--- src/rtl/dmem_arbiter_if.sv ---
// ---------------------------------------------------------------------------
// dmem_arbiter_if
// Bundles every bus-level signal of the data-memory arbiter:
//   CPU port    : c_req, c_we, c_addr, c_wdata, c_funct3 -> c_gnt, c_stall,
//                 c_rvalid, c_rdata
//   Loader port : l_req, l_we, l_addr, l_wdata -> l_gnt, l_rvalid, l_rdata
//   BRAM port   : m_en, m_we, m_addr, m_wdata <- m_rdata
//   Status      : counter (free-running cycle counter), misalign pulse
// Modports:
//   slave  - the arbiter side (drives grants, responses and BRAM controls)
//   master - the environment side (CPU, loader and BRAM model)
// Also provides the default HARDWARE_COUNTER_ADDR (overridable with a define).
// ---------------------------------------------------------------------------
`ifndef HARDWARE_COUNTER_ADDR
`define HARDWARE_COUNTER_ADDR 32'hFFFF_0000
`endif

interface dmem_arbiter_if #(
    parameter int ADDR_W = 12
);
    logic              c_req;
    logic              c_we;
    logic [31:0]       c_addr;
    logic [31:0]       c_wdata;
    logic [2:0]        c_funct3;
    logic              c_gnt;
    logic              c_stall;
    logic              c_rvalid;
    logic [31:0]       c_rdata;

    logic              l_req;
    logic              l_we;
    logic [31:0]       l_addr;
    logic [31:0]       l_wdata;
    logic              l_gnt;
    logic              l_rvalid;
    logic [31:0]       l_rdata;

    logic              m_en;
    logic [3:0]        m_we;
    logic [ADDR_W-1:0] m_addr;
    logic [31:0]       m_wdata;
    logic [31:0]       m_rdata;

    logic [31:0]       counter;
    logic              misalign;

    modport slave (
        input  c_req, c_we, c_addr, c_wdata, c_funct3,
        output c_gnt, c_stall, c_rvalid, c_rdata,
        input  l_req, l_we, l_addr, l_wdata,
        output l_gnt, l_rvalid, l_rdata,
        output m_en, m_we, m_addr, m_wdata,
        input  m_rdata,
        output counter, misalign
    );

    modport master (
        output c_req, c_we, c_addr, c_wdata, c_funct3,
        input  c_gnt, c_stall, c_rvalid, c_rdata,
        output l_req, l_we, l_addr, l_wdata,
        input  l_gnt, l_rvalid, l_rdata,
        input  m_en, m_we, m_addr, m_wdata,
        output m_rdata,
        input  counter, misalign
    );
endinterface

--- src/rtl/dmem_arbiter.sv ---
// ---------------------------------------------------------------------------
// dmem_arbiter
// Shares the single-port data BRAM between the MEM-stage CPU port and the
// UART program loader. Builds store byte-enables and lane-replicated write
// data, tracks the 1-cycle read latency, hosts the free-running cycle
// counter and answers CPU word reads of HARDWARE_COUNTER_ADDR with it.
// Read responses are raw 32-bit words.
// Ports:
//   clk   - system clock
//   rst_n - asynchronous active-low reset
//   bus   - dmem_arbiter_if.slave (CPU, loader, BRAM, counter, misalign)
// Parameters:
//   ADDR_W      - BRAM word-address width (depth 2**ADDR_W words)
//   LOADER_PRIO - 1: loader wins every conflict, 0: alternate on conflict
// Optional feature macro: DMEM_MISALIGN_TRAP_EN
//   defined   - misaligned CPU half/word accesses are granted but not issued,
//               misalign pulses at T+1 and reads return 0
//   undefined - misalign tied 0, misaligned offsets silently truncated
// ---------------------------------------------------------------------------
module dmem_arbiter #(
    parameter int ADDR_W      = 12,
    parameter int LOADER_PRIO = 0
) (
    input  logic              clk,
    input  logic              rst_n,
    dmem_arbiter_if.slave     bus
);

    typedef enum logic { OWNER_CPU = 1'b0, OWNER_LOADER = 1'b1 } owner_e;
    typedef enum logic [1:0] { SRC_MEM, SRC_COUNTER, SRC_ZERO } src_e;

    localparam logic [31:0] CTR_ADDR = `HARDWARE_COUNTER_ADDR;

    owner_e      last_owner_q, last_owner_d;
    owner_e      rd_owner_q,   rd_owner_d;
    src_e        rd_src_q,     rd_src_d;
    logic        rd_pend_q,    rd_pend_d;
    logic        misalign_q,   misalign_d;
    logic [31:0] counter_q,    counter_d;
    logic [31:0] snap_q,       snap_d;
    logic [31:0] c_hold_q,     c_hold_d;
    logic [31:0] l_hold_q,     l_hold_d;

    logic              c_gnt, l_gnt, any_gnt, acc_we, in_range, is_ctr;
    logic              misal, issue, cpu_word, c_rvalid, l_rvalid;
    logic [31:0]       acc_addr, cpu_wdata, sel_wdata, resp_data;
    logic [31:0]       c_rdata, l_rdata;
    logic [3:0]        cpu_be, sel_be;
    logic [1:0]        off;

    // Arbitration, address decode, BRAM drive and next-state of every flop.
    always_comb begin
        c_gnt     = 1'b0;
        l_gnt     = 1'b0;
        cpu_be    = 4'b1111;
        cpu_wdata = bus.c_wdata;
        cpu_word  = 1'b0;
        misal     = 1'b0;

        if (bus.c_req && bus.l_req) begin
            // On conflict the requester that did not win last time goes next.
            if (LOADER_PRIO != 0)                 l_gnt = 1'b1;
            else if (last_owner_q == OWNER_CPU)   l_gnt = 1'b1;
            else                                  c_gnt = 1'b1;
        end else if (bus.c_req) begin
            c_gnt = 1'b1;
        end else if (bus.l_req) begin
            l_gnt = 1'b1;
        end
        any_gnt = c_gnt | l_gnt;

        acc_addr = c_gnt ? bus.c_addr : bus.l_addr;
        acc_we   = c_gnt ? bus.c_we   : bus.l_we;
        off      = bus.c_addr[1:0];
        is_ctr   = (acc_addr == CTR_ADDR);
        in_range = ((acc_addr >> (ADDR_W + 2)) == 32'd0) && !is_ctr;

        // funct3[2] only selects sign handling downstream, so it is a don't-care.
        casez (bus.c_funct3)
            3'b?00: begin
                cpu_be    = 4'b0001 << off;
                cpu_wdata = {4{bus.c_wdata[7:0]}};
            end
            3'b?01: begin
                cpu_be    = 4'b0011 << {off[1], 1'b0};
                cpu_wdata = {2{bus.c_wdata[15:0]}};
`ifdef DMEM_MISALIGN_TRAP_EN
                misal     = c_gnt && off[0];
`endif
            end
            default: begin
                cpu_word  = 1'b1;
`ifdef DMEM_MISALIGN_TRAP_EN
                misal     = c_gnt && (off != 2'b00);
`endif
            end
        endcase

        sel_be    = c_gnt ? cpu_be    : 4'b1111;
        sel_wdata = c_gnt ? cpu_wdata : bus.l_wdata;
        issue     = any_gnt && in_range && !misal;

        last_owner_d = last_owner_q;
        if (c_gnt)      last_owner_d = OWNER_CPU;
        else if (l_gnt) last_owner_d = OWNER_LOADER;

        rd_pend_d  = any_gnt && !acc_we;
        rd_owner_d = c_gnt ? OWNER_CPU : OWNER_LOADER;
        if (issue)
            rd_src_d = SRC_MEM;
        else if (c_gnt && is_ctr && cpu_word && !misal)
            rd_src_d = SRC_COUNTER;
        else
            rd_src_d = SRC_ZERO;

        snap_d     = counter_q;
        counter_d  = counter_q + 32'd1;
        misalign_d = misal;

        // Response in T+1; each port otherwise holds its last returned word.
        case (rd_src_q)
            SRC_MEM:     resp_data = bus.m_rdata;
            SRC_COUNTER: resp_data = snap_q;
            default:     resp_data = 32'd0;
        endcase
        c_rvalid = rd_pend_q && (rd_owner_q == OWNER_CPU);
        l_rvalid = rd_pend_q && (rd_owner_q == OWNER_LOADER);
        c_rdata  = c_rvalid ? resp_data : c_hold_q;
        l_rdata  = l_rvalid ? resp_data : l_hold_q;
        c_hold_d = c_rdata;
        l_hold_d = l_rdata;
    end

    always_ff @(posedge clk or negedge rst_n) begin
        if (!rst_n) begin
            last_owner_q <= OWNER_LOADER;
            rd_owner_q   <= OWNER_CPU;
            rd_src_q     <= SRC_ZERO;
            rd_pend_q    <= 1'b0;
            misalign_q   <= 1'b0;
            counter_q    <= 32'd0;
            snap_q       <= 32'd0;
            c_hold_q     <= 32'd0;
            l_hold_q     <= 32'd0;
        end else begin
            last_owner_q <= last_owner_d;
            rd_owner_q   <= rd_owner_d;
            rd_src_q     <= rd_src_d;
            rd_pend_q    <= rd_pend_d;
            misalign_q   <= misalign_d;
            counter_q    <= counter_d;
            snap_q       <= snap_d;
            c_hold_q     <= c_hold_d;
            l_hold_q     <= l_hold_d;
        end
    end

    assign bus.c_gnt    = c_gnt;
    assign bus.c_stall  = bus.c_req && !c_gnt;
    assign bus.c_rvalid = c_rvalid;
    assign bus.c_rdata  = c_rdata;
    assign bus.l_gnt    = l_gnt;
    assign bus.l_rvalid = l_rvalid;
    assign bus.l_rdata  = l_rdata;
    assign bus.m_en     = issue;
    assign bus.m_we     = (issue && acc_we) ? sel_be : 4'b0000;
    assign bus.m_addr   = any_gnt ? acc_addr[ADDR_W+1:2] : '0;
    assign bus.m_wdata  = (issue && acc_we) ? sel_wdata : 32'd0;
    assign bus.counter  = counter_q;
    assign bus.misalign = misalign_q;

endmodule

--- src/flat_wrapper.sv ---
// flat-port wrapper written by rule: the top's interface ports become plain ports
module dmem_arbiter_flat 
#(
    parameter int ADDR_W      = 12,
    parameter int LOADER_PRIO = 0
)
  (clk, rst_n, bus_c_req, bus_c_we, bus_c_addr, bus_c_wdata, bus_c_funct3, bus_c_gnt, bus_c_stall, bus_c_rvalid, bus_c_rdata, bus_l_req, bus_l_we, bus_l_addr, bus_l_wdata, bus_l_gnt, bus_l_rvalid, bus_l_rdata, bus_m_en, bus_m_we, bus_m_addr, bus_m_wdata, bus_m_rdata, bus_counter, bus_misalign);
  dmem_arbiter_if #(.ADDR_W(ADDR_W)) bus_i ();
  input  logic clk;
  input  logic rst_n;
  input wire logic [$bits(bus_i.c_req)-1:0] bus_c_req;
  input wire logic [$bits(bus_i.c_we)-1:0] bus_c_we;
  input wire logic [$bits(bus_i.c_addr)-1:0] bus_c_addr;
  input wire logic [$bits(bus_i.c_wdata)-1:0] bus_c_wdata;
  input wire logic [$bits(bus_i.c_funct3)-1:0] bus_c_funct3;
  output wire logic [$bits(bus_i.c_gnt)-1:0] bus_c_gnt;
  output wire logic [$bits(bus_i.c_stall)-1:0] bus_c_stall;
  output wire logic [$bits(bus_i.c_rvalid)-1:0] bus_c_rvalid;
  output wire logic [$bits(bus_i.c_rdata)-1:0] bus_c_rdata;
  input wire logic [$bits(bus_i.l_req)-1:0] bus_l_req;
  input wire logic [$bits(bus_i.l_we)-1:0] bus_l_we;
  input wire logic [$bits(bus_i.l_addr)-1:0] bus_l_addr;
  input wire logic [$bits(bus_i.l_wdata)-1:0] bus_l_wdata;
  output wire logic [$bits(bus_i.l_gnt)-1:0] bus_l_gnt;
  output wire logic [$bits(bus_i.l_rvalid)-1:0] bus_l_rvalid;
  output wire logic [$bits(bus_i.l_rdata)-1:0] bus_l_rdata;
  output wire logic [$bits(bus_i.m_en)-1:0] bus_m_en;
  output wire logic [$bits(bus_i.m_we)-1:0] bus_m_we;
  output wire logic [$bits(bus_i.m_addr)-1:0] bus_m_addr;
  output wire logic [$bits(bus_i.m_wdata)-1:0] bus_m_wdata;
  input wire logic [$bits(bus_i.m_rdata)-1:0] bus_m_rdata;
  output wire logic [$bits(bus_i.counter)-1:0] bus_counter;
  output wire logic [$bits(bus_i.misalign)-1:0] bus_misalign;
  assign bus_i.c_req = bus_c_req;
  assign bus_i.c_we = bus_c_we;
  assign bus_i.c_addr = bus_c_addr;
  assign bus_i.c_wdata = bus_c_wdata;
  assign bus_i.c_funct3 = bus_c_funct3;
  assign bus_c_gnt = bus_i.c_gnt;
  assign bus_c_stall = bus_i.c_stall;
  assign bus_c_rvalid = bus_i.c_rvalid;
  assign bus_c_rdata = bus_i.c_rdata;
  assign bus_i.l_req = bus_l_req;
  assign bus_i.l_we = bus_l_we;
  assign bus_i.l_addr = bus_l_addr;
  assign bus_i.l_wdata = bus_l_wdata;
  assign bus_l_gnt = bus_i.l_gnt;
  assign bus_l_rvalid = bus_i.l_rvalid;
  assign bus_l_rdata = bus_i.l_rdata;
  assign bus_m_en = bus_i.m_en;
  assign bus_m_we = bus_i.m_we;
  assign bus_m_addr = bus_i.m_addr;
  assign bus_m_wdata = bus_i.m_wdata;
  assign bus_i.m_rdata = bus_m_rdata;
  assign bus_counter = bus_i.counter;
  assign bus_misalign = bus_i.misalign;
  dmem_arbiter #(.ADDR_W(ADDR_W), .LOADER_PRIO(LOADER_PRIO)) u_core (.clk(clk), .rst_n(rst_n), .bus(bus_i));
endmodule
--- config.mk ---
export PLATFORM = sky130hd
export DESIGN_NAME = dmem_arbiter_flat
export DESIGN_NICKNAME = d
export VERILOG_FILES = /design/src/rtl/dmem_arbiter_if.sv /design/src/rtl/dmem_arbiter.sv /design/src/flat_wrapper.sv
export SDC_FILE = /design/constraint.sdc
export NUM_CORES = 1
export LEC_CHECK = 0
export CAP_MARGIN = 25
export CORE_UTILIZATION = 41
export DETAILED_ROUTE_END_ITERATION = 16
export GPL_TIMING_DRIVEN = 0
export PLACE_DENSITY = 0.81
export SYNTH_ARGS = -nofsm -noshare
export SYNTH_HDL_FRONTEND = slang
export SYNTH_SLANG_ARGS = --single-unit
--- constraint.sdc ---
create_clock -name clk -period 4.05 [get_ports clk]
set_clock_uncertainty 0.1 [all_clocks]
set_input_delay 1.215 -clock clk [delete_from_list [all_inputs] [get_ports clk]]
set_output_delay 1.215 -clock clk [all_outputs]
set_load 0.02 [all_outputs]
Word level (Yosys, flattened, before mapping)
Cells that the tools add are included.

Logic and storage cells: 59. Output and inout port bits: 151. Input port bits: 169. Register bits after elaboration: 133.

Reduce and logical (&&, ||, !) cells: 18. Eq/ne operators: 3. Muxes and demuxes: 25. Shift operators: 2. $add $sub $neg: 1. Bitwise operators: 2.

Operator list (number): 32-bit two-way mux (5); 32-bit case mux with 2 select lines (2); 32-bit by 1-bit adder with 32-bit output (second input constant) (1); 32-bit equality test (second input constant) (1); 32-bit zero test (1); 1-bit two-way mux (12); 12-bit two-way mux (1); 1-bit logical AND (10); 4-bit two-way mux (2); 4-bit case mux with 2 select lines (1); 2-bit by 1-bit equality test with 1-bit output (second input constant) (2); 2-bit zero test (2); 2-bit two-way mux (2); 1-bit by 2-bit left shift with 4-bit output (first input constant) (1); 2-bit by 2-bit left shift with 4-bit output (first input constant) (1); 1-bit zero test (3); 2-bit nonzero test (1); 2-bit OR reduction (1); 1-bit inverter (1); 1-bit OR (1).

Logic depth before layout (Yosys ltp)
Gate-level depths: netlist (run 1).

Depth after elaboration: 9. Gate-level depth with buffers: 9. Depth with buffers taken out: 5.

Worst setup path after synthesis (run 1)
Ideal clock, no wire load.

Path type: input to output. From: in bus_l_req. To: out bus_m_wdata[25]. Path slack: -0.661 ns. Data required time: 2.735 ns. Buffers on the path: 2. Arrival: 3.396 ns. Stages on the path: 6. Cells stage by stage: a21boi_1 -> and4_1 -> a41oi_1 -> clkbuf_1 -> clkbuf_1 -> a2111oi_0.

Longest elaborated chain between the ends: 9. Elaborated cells on any way between the ends: 16. Classes of those cells: eq/ne: 1; mux: 8; bitwise: 1; reduce/logical: 6.

Ends and longest elaborated chain: start: declaration (line flat_wrapper.sv:20) `input wire logic [$bits(bus_i.l_req)-1:0] bus_l_req;`; 1-bit logical AND (line dmem_arbiter.sv:60) `if (bus.c_req && bus.l_req) begin`; 1-bit two-way mux (line dmem_arbiter.sv:60); 32-bit two-way mux (line dmem_arbiter.sv:72) `acc_addr = c_gnt ? bus.c_addr : bus.l_addr;`; 32-bit equality test (line dmem_arbiter.sv:75) `is_ctr = (acc_addr == CTR_ADDR);`; 1-bit zero test (line dmem_arbiter.sv:76) `in_range = ((acc_addr >> (ADDR_W + 2)) == 32'd0) && !is_ctr;`; 1-bit logical AND (line dmem_arbiter.sv:76); 1-bit logical AND (line dmem_arbiter.sv:101) `issue = any_gnt && in_range && !misal;`; 1-bit logical AND (line dmem_arbiter.sv:168) `assign bus.m_wdata = (issue && acc_we) ? sel_wdata : 32'd0;`; 32-bit two-way mux * (line dmem_arbiter.sv:168); end: declaration (line flat_wrapper.sv:30) `output wire logic [$bits(bus_i.m_wdata)-1:0] bus_m_wdata;`.

Mark *: on every way between the ends. The rest lies on a longest branch, timed or not.

Final worst setup path (run 1)
From: in bus_l_addr[18]. To: out bus_m_wdata[24].

Longest elaborated chain between the ends: 7. Elaborated cells on any way between the ends: 8. Classes of those cells: eq/ne: 1; mux: 2; reduce/logical: 5.

Ends and longest elaborated chain: start: declaration (line flat_wrapper.sv:22) `input wire logic [$bits(bus_i.l_addr)-1:0] bus_l_addr;`; 32-bit two-way mux * (line dmem_arbiter.sv:72); 32-bit equality test (line dmem_arbiter.sv:75); 1-bit zero test (line dmem_arbiter.sv:76); 1-bit logical AND * (line dmem_arbiter.sv:76); 1-bit logical AND * (line dmem_arbiter.sv:101); 1-bit logical AND * (line dmem_arbiter.sv:168); 32-bit two-way mux * (line dmem_arbiter.sv:168).

Marks and branches as above.

==> results.txt, run 1 <==
port bufs = 314
Post-synth ARST share = 1.00
DR vias/cell = 5.37
IO Count = 320
ys flop type = dfrtp_1
Combinational Power Share = 0.161
CTS Buffer Depth = 2
Root Buffer = clkbuf_16
Worst R2R Start = u_core.bus.counter[7]$_DFF_PN0_
Synth area leader = dfrtp_1
r2r endpoint = u_core.bus.counter[27]$_DFF_PN0_
Synth top area share = 0.501
violations in the final reports = setup timing
worst-path maximum fanout = 6
post-route insts no fill = 1187
Peak VDD IR = 0.291 mV
clock share of power = 0.451
# H-tree levels = 4
most frequent cells in the layout = 193 x clkdlybuf4s50_1, 131 x dfrtp_1, 66 x nand2_1
Post-DP Area = 0.0106 mm²
first-pass GRT wire length = 37.5 mm
fin crit period = 4340 ps
Crit. End Element = output pin
Psw = 0.883 mW
largest net degree at the start of global routing = 77
post-layout util = 0.770
relative slew slack = 0.427
GPL Wtd Cong = 0.992
Ys Warns = 0
period utilisation layout = 1.07
Post-Synthesis Cells = 606
overall routing resource usage = 0.306
pwr dens = 291 mW/mm²
setup_tns = -5750 ps
Post-synth EDFFs = 0
Layout area overhead = 80.9%
antenna viol nets, final = 0
final setup violation count = 37
leakage = 5.55 nW
worst setup margin = -294 ps
WL final = 24.9 mm
Fillers = 1037
Sequential Power Share = 0.388
Post-Syn Nets = 776
cts hold-fix bufs = 0
synthesized area = 0.00655 mm²
share of cells above drive strength 1 = 0.295
Num CTS Buffers = 17
status = finished with violations
Die Wd = 128 µm
largest cells by area after synthesis = dfrtp_1 50%, mux2_2 11%, mux2i_1 8.6%
post-route cell area = 0.0118 mm²
CTS sink cnt = 133
Netlist cell types = 44
starting density of the core = 0.426
wire length per cell = 20.9 µm
Syn Area/Cell = 10.8 µm²
vias in the first global route = 6750
crit path kind = in -> out
min-delay src = u_core.bus.counter[31]$_DFF_PN0_
Hold Vio Cnt, Final = 0
Iteration-0 DRC Markers = 306
hpwl dp = 19.0 mm
Slew @ Worst Pin = 852 ps
Hold Crit Depth = 0
die height = 128 µm
unrepaired setup endpoints after global routing = true
end point of the worst hold path = u_core.snap_q[31]$_DFF_PN0_
via count = 6379
internal power = 2.56 mW
area of the core = 0.0154 mm²
register area share after synthesis = 0.509
first-pass detailed-route iteration total = 6
placed cells = 1134
total gr overflow = 0
register bit total from synthesis = 133
max-slew violation count = 0
R2R depth = 5
initial antenna violation count = 2
critical path launch point type = primary input
standard-cell rows = 45
r2r setup slk = 1770 ps
fin nets = 1132
Die ar. = 0.0165 mm²
MaxCap Viol Count = 0
DRC viols = 0
commonest non-fill, non-tap cell in the layout = clkdlybuf4s50_1
hold crit path type = reg -> reg
fmax = 230 MHz
Worst EP required = 2730 ps
Total Power = 3.45 mW
switching fraction of total power = 0.256
Crit path arrival time = 3030 ps
clock-pin slew on the worst setup and hold paths = 60 ps
CTS tree = done
worst-skew pair later-pin latency = 410 ps
## worst max-delay path: stages
cell and delay [ps]:
buf_6 90, nor4_4 410, and4_4 330, a41oi_4 50
buf_8 160, buf_12 120, a2111oi_4 400, buf_4 220
## per-stage QoR
stage / worst slack, ps / hold WS, ps
after detailed placement: -1970 / 316
after global routing: -329 / 354
final: -294 / 328
after global placement: -3400 / 306
after CTS: -218 / 331
after floorplan: -153 / 430
## flip-flops by register name, indices dropped and copies added (netlist names)
name	count
u_core.c_hold_q	32
u_core.last_owner_q	1
u_core.rd_src_q	2
u_core.snap_q	32
u_core.rd_owner_q	1
u_core.rd_pend_q	1
u_core.bus.counter	32
u_core.l_hold_q	32
## cells in the mapped netlist (4+ instances only)
cell and count:
nand4_1 17, mux2i_1 56, mux2_2 64, clkbuf_1 30
a21oi_1 21, and4_1 4, xor2_1 5, o211ai_1 8
nor2_1 55, nand2_1 66, nor4_1 19, dfrtp_1 131
a2111oi_0 27, xnor2_1 25, and3_1 5, nor3_1 15
nand3_1 11, buf_1 5, inv_1 6, buf_2 6
## power groups by stage
stage          logic, mW  clock network [mW]  registers [mW]
3_5_place_dp       0.515                   0            1.36
4_1_cts            0.555                1.58            1.34
3_3_place_gp       0.505                   0            1.36
2_1_floorplan      0.221                   0            1.36
6_report           0.554                1.56            1.34
5_1_grt            0.586                1.64            1.34
## final cells by class
class                   count  area, µm²  area share
diodes                      1       2.50    0.000211
plain buffers              42        387      0.0327
clock buffers              18        429      0.0363
clock inverters            14        174      0.0147
inverters                   9       33.8     0.00285
multi-input cells         422       3920       0.331
flip-flops and latches    133       3330       0.281
well taps                 211        264      0.0223
repair buffers            337       3300       0.279
## metal layers
layer | routed length [µm] | track usage | vias to the layer above | share of wire
met5 | 13 | 0 | - | 0.00052
li1 | - | - | 2907 | -
met4 | 1080 | 0.161 | 2 | 0.043
met3 | 1790 | 0.0869 | 60 | 0.072
met1 | 9230 | 0.338 | 3129 | 0.37
met2 | 12700 | 0.536 | 281 | 0.51
## what timing repair did
item                                    CTS  global route
setup buffers                            11             7
gates resized for setup                 443            58
cloned                                    2             0
hold endpoints to repair                  0             0
endpoints found under the setup margin  112            80
pin swaps                                46            12
## kinds of logic after synthesis
group | Yosys count | synth area share
AOI/OAI and AO/OA | 66 | 0.0728
adders and majority gates | 1 | 0.00191
buffers and inverters | 51 | 0.0310
DFF | 133 | 0.509
muxes | 120 | 0.196
xor gates and xnor gates | 30 | 0.0401
and+or+nand+nor | 204 | 0.149
other | 1 | 0.000573
## worst max path at each step
stage                         startpoint                         end
final                     bus_l_addr[18]             bus_m_wdata[24]
after global routing      bus_l_addr[18]             bus_m_wdata[24]
after CTS                 bus_l_addr[29]             bus_m_wdata[24]
after detailed placement  bus_l_addr[17]             bus_m_wdata[22]
after global placement             rst_n  u_core.rd_pend_q$_DFF_PN0_
after floorplan                bus_l_req               bus_m_addr[0]
(Power assumes the default switching activity.)
==> inputs of run 2 (changes only) <==
- MAX_ROUTING_LAYER: not set -> met4
==> run 2 against run 1 <==
- the run still ends with setup timing left
- first-iteration DRC count increased by 14%
- critical path type unchanged
- sequential cell count did not move
- critical endpoint unchanged
- routed wire length up 3.3%
- sequential power barely moved
- power is 2.4% higher
- non-clock buffer count grew 2
- fmax up 1.7%
==> results.txt, run 2 (synthesis results as in run 1) <==
Psw = 0.895 mW (+1.4%)
r2r setup slk = 1810 ps (+40 ps)
Fillers = 971 (-6.4%)
Combinational Power Share = 0.159 (-0.002)
IO Count = 320 (unchanged)
Worst EP required = 2730 ps (about the same)
vias in the first global route = 6944 (+2.9%)
Peak VDD IR = 0.248 mV (-15%)
Root Buffer = clkbuf_16
switching fraction of total power = 0.254 (-0.00255)
Die ar. = 0.0165 mm² (unchanged)
pwr dens = 296 mW/mm² (+1.5%)
initial antenna violation count = 0 (-2)
violations in the final reports = setup timing
DR vias/cell = 5.41 (+0.62%)
wl on met1 = 9.79 mm (+6.0%)
DRC viols = 0 (unchanged)
first-pass detailed-route iteration total = 5 (-1)
Place WS = -2090 ps (-111 ps)
Iteration-0 DRC Markers = 349 (+14%)
Antenna diodes = 0 (-1)
hpwl dp = 18.7 mm (-2.0%)
critical path launch point type = primary input
WL final = 25.7 mm (+3.3%)
# H-tree levels = 4 (unchanged)
cts hold-fix bufs = 0 (unchanged)
worst-path maximum fanout = 8 (+2)
largest net degree at the start of global routing = 75 (-2.6%)
antenna viol nets, final = 0 (unchanged)
CP top delay family = simple AND/OR/NAND/NOR gates
Largest stage delay, worst path = 410 ps (about the same)
fin nets = 1134 (+0.18%)
status = finished with violations
wire length per cell = 21.6 µm (+3.2%)
Layout area overhead = 82.4%
port bufs = 314 (unchanged)
fmax = 234 MHz (+1.7%)
setup_tns = -4010 ps (+1740 ps)
Slew @ Worst Pin = 928 ps (+76.2 ps)
fin crit period = 4270 ps (-73.1 ps)
first-pass GRT wire length = 38.2 mm (+1.9%)
GPL Wtd Cong = 1.02 (+2.9%)
via count = 6424 (+0.71%)
relative slew slack = 0.375 (-0.0513)
metal3 WL = 1.74 mm (-3.2%)
overall routing resource usage = 0.322 (+0.0154)
Sequential Power Share = 0.379 (-0.009)
clock share of power = 0.462 (+0.011)
CTS sink cnt = 133 (unchanged)
die height = 128 µm (unchanged)
worst path buffer plus inverter count = 4 (unchanged)
commonest non-fill, non-tap cell in the layout = clkdlybuf4s50_1
internal power = 2.64 mW (+2.7%)
share of cells above drive strength 1 = 0.295 (-0.000605)
crit path kind = in -> out
starting density of the core = 0.426 (unchanged)
area of the core = 0.0154 mm² (unchanged)
leakage = 5.83 nW (+5.1%)
Hold Vio Cnt, Final = 0 (unchanged)
unrepaired setup endpoints after global routing = true
worst-path cell chain = buf_6 -> nor4_4 -> and4_4 -> a41oi_4 -> buf_8 -> buf_12 -> a2111oi_4 -> buf_4
hold crit path type = reg -> reg
worst-skew pair later-pin latency = 420 ps (about the same)
worst setup margin = -221 ps (+73.1 ps)
Worst path slowest cell = nor4_4
standard-cell rows = 45 (unchanged)
total gr overflow = 0 (unchanged)
DR WL met2 = 12.9 mm (+1.5%)
CTS Buffer Depth = 2 (unchanged)
most frequent cells in the layout = 179 x clkdlybuf4s50_1, 131 x dfrtp_1, 66 x nand2_1
Crit path arrival time = 2960 ps (-70 ps)
Top Metal Used = met4
Crit. End Element = output pin
MaxCap Viol Count = 0 (unchanged)
Num CTS Buffers = 17 (unchanged)
period utilisation layout = 1.05 (-0.0180)
Die Wd = 128 µm (unchanged)
max-slew violation count = 0 (unchanged)
clock-pin slew on the worst setup and hold paths = 60 ps (about the same)
multi-input logic area = 0.00390 mm² (-0.42%)
final setup violation count = 36 (-2.7%)
CTS tree = done
Reg area = 0.00333 mm² (unchanged)
## run 2: cell types whose count changed in the layout (fill, tap and decap cells not counted), sizes merged
cell / before / now
clkdlybuf4s50: 193 / 179
dlymetal6s2s: 32 / 48
dlygate4sd2: 21 / 19
clkbuf: 50 / 47
buf: 97 / 102
clkdlybuf4s15: 4 / 5
bufinv: 3 / 4
inv: 12 / 11
clkinv: 7 / 6
diode: 1 / 0
## run 2: final cells by class
cell class              instances  share of cell area
well taps                     211              0.0221
flip-flops and latches        133               0.279
inverters                       9             0.00283
clock buffers                  19              0.0363
clock inverters                13              0.0166
repair buffers                339               0.285
multi-input cells             422               0.327
plain buffers                  42              0.0322
## run 2: timing repair
item / 4_1_cts / 5_1_grt
setup buffers: 12 / 6
pin swaps: 46 / 10
resized for setup: 448 / 78
setup endpoints to repair: 112 / 102
cloned: 3 / 1
## run 2: metal layers
metal  GRT usage  vias up
met5           -        -
met1       0.360     3145
met3      0.0744       67
li1            -     2890
met2       0.530      322
met4       0.182        0
## run 2: final timing paths
check,endpoint,cells past startpoint,from
max in group asynchronous,u_core.last_owner_q$_DFFE_PN1P_,2,rst_n
worst min register to register,u_core.snap_q[31]$_DFF_PN0_,0,u_core.bus.counter[31]$_DFF_PN0_
worst min-delay path,u_core.snap_q[31]$_DFF_PN0_,0,u_core.bus.counter[31]$_DFF_PN0_
worst max register to register,u_core.bus.counter[18]$_DFF_PN0_,6,u_core.bus.counter[0]$_DFF_PN0_
min in group asynchronous,u_core.l_hold_q[17]$_DFF_PN0_,1,rst_n
worst max-delay path,bus_m_wdata[24],8,bus_l_addr[22]
## run 2: through the flow
| step | power (mW) | area, µm² | hold WS, ps | std cells | util |
|---|---|---|---|---|---|
| after floorplan | 1.58 | 7130 | 430 | 606 | - |
| after global placement | 1.87 | 10500 | 307 | 1131 | 0.686 |
| after detailed placement | 1.87 | 10600 | 314 | 1134 | 0.690 |
| after CTS | 3.53 | 11700 | 330 | 1181 | 0.761 |
| after global routing | 3.64 | 11900 | 340 | 1188 | 0.777 |
| final | 3.53 | 11900 | 328 | 1188 | 0.777 |
## run 2: power by group through the flow
stage	combinational (mW)	clock [mW]	sequential, mW
detailed placement	0.514	0	1.36
finish	0.563	1.63	1.34
global placement	0.506	0	1.36
CTS	0.545	1.65	1.34
global route	0.594	1.70	1.34
floorplan	0.221	0	1.36
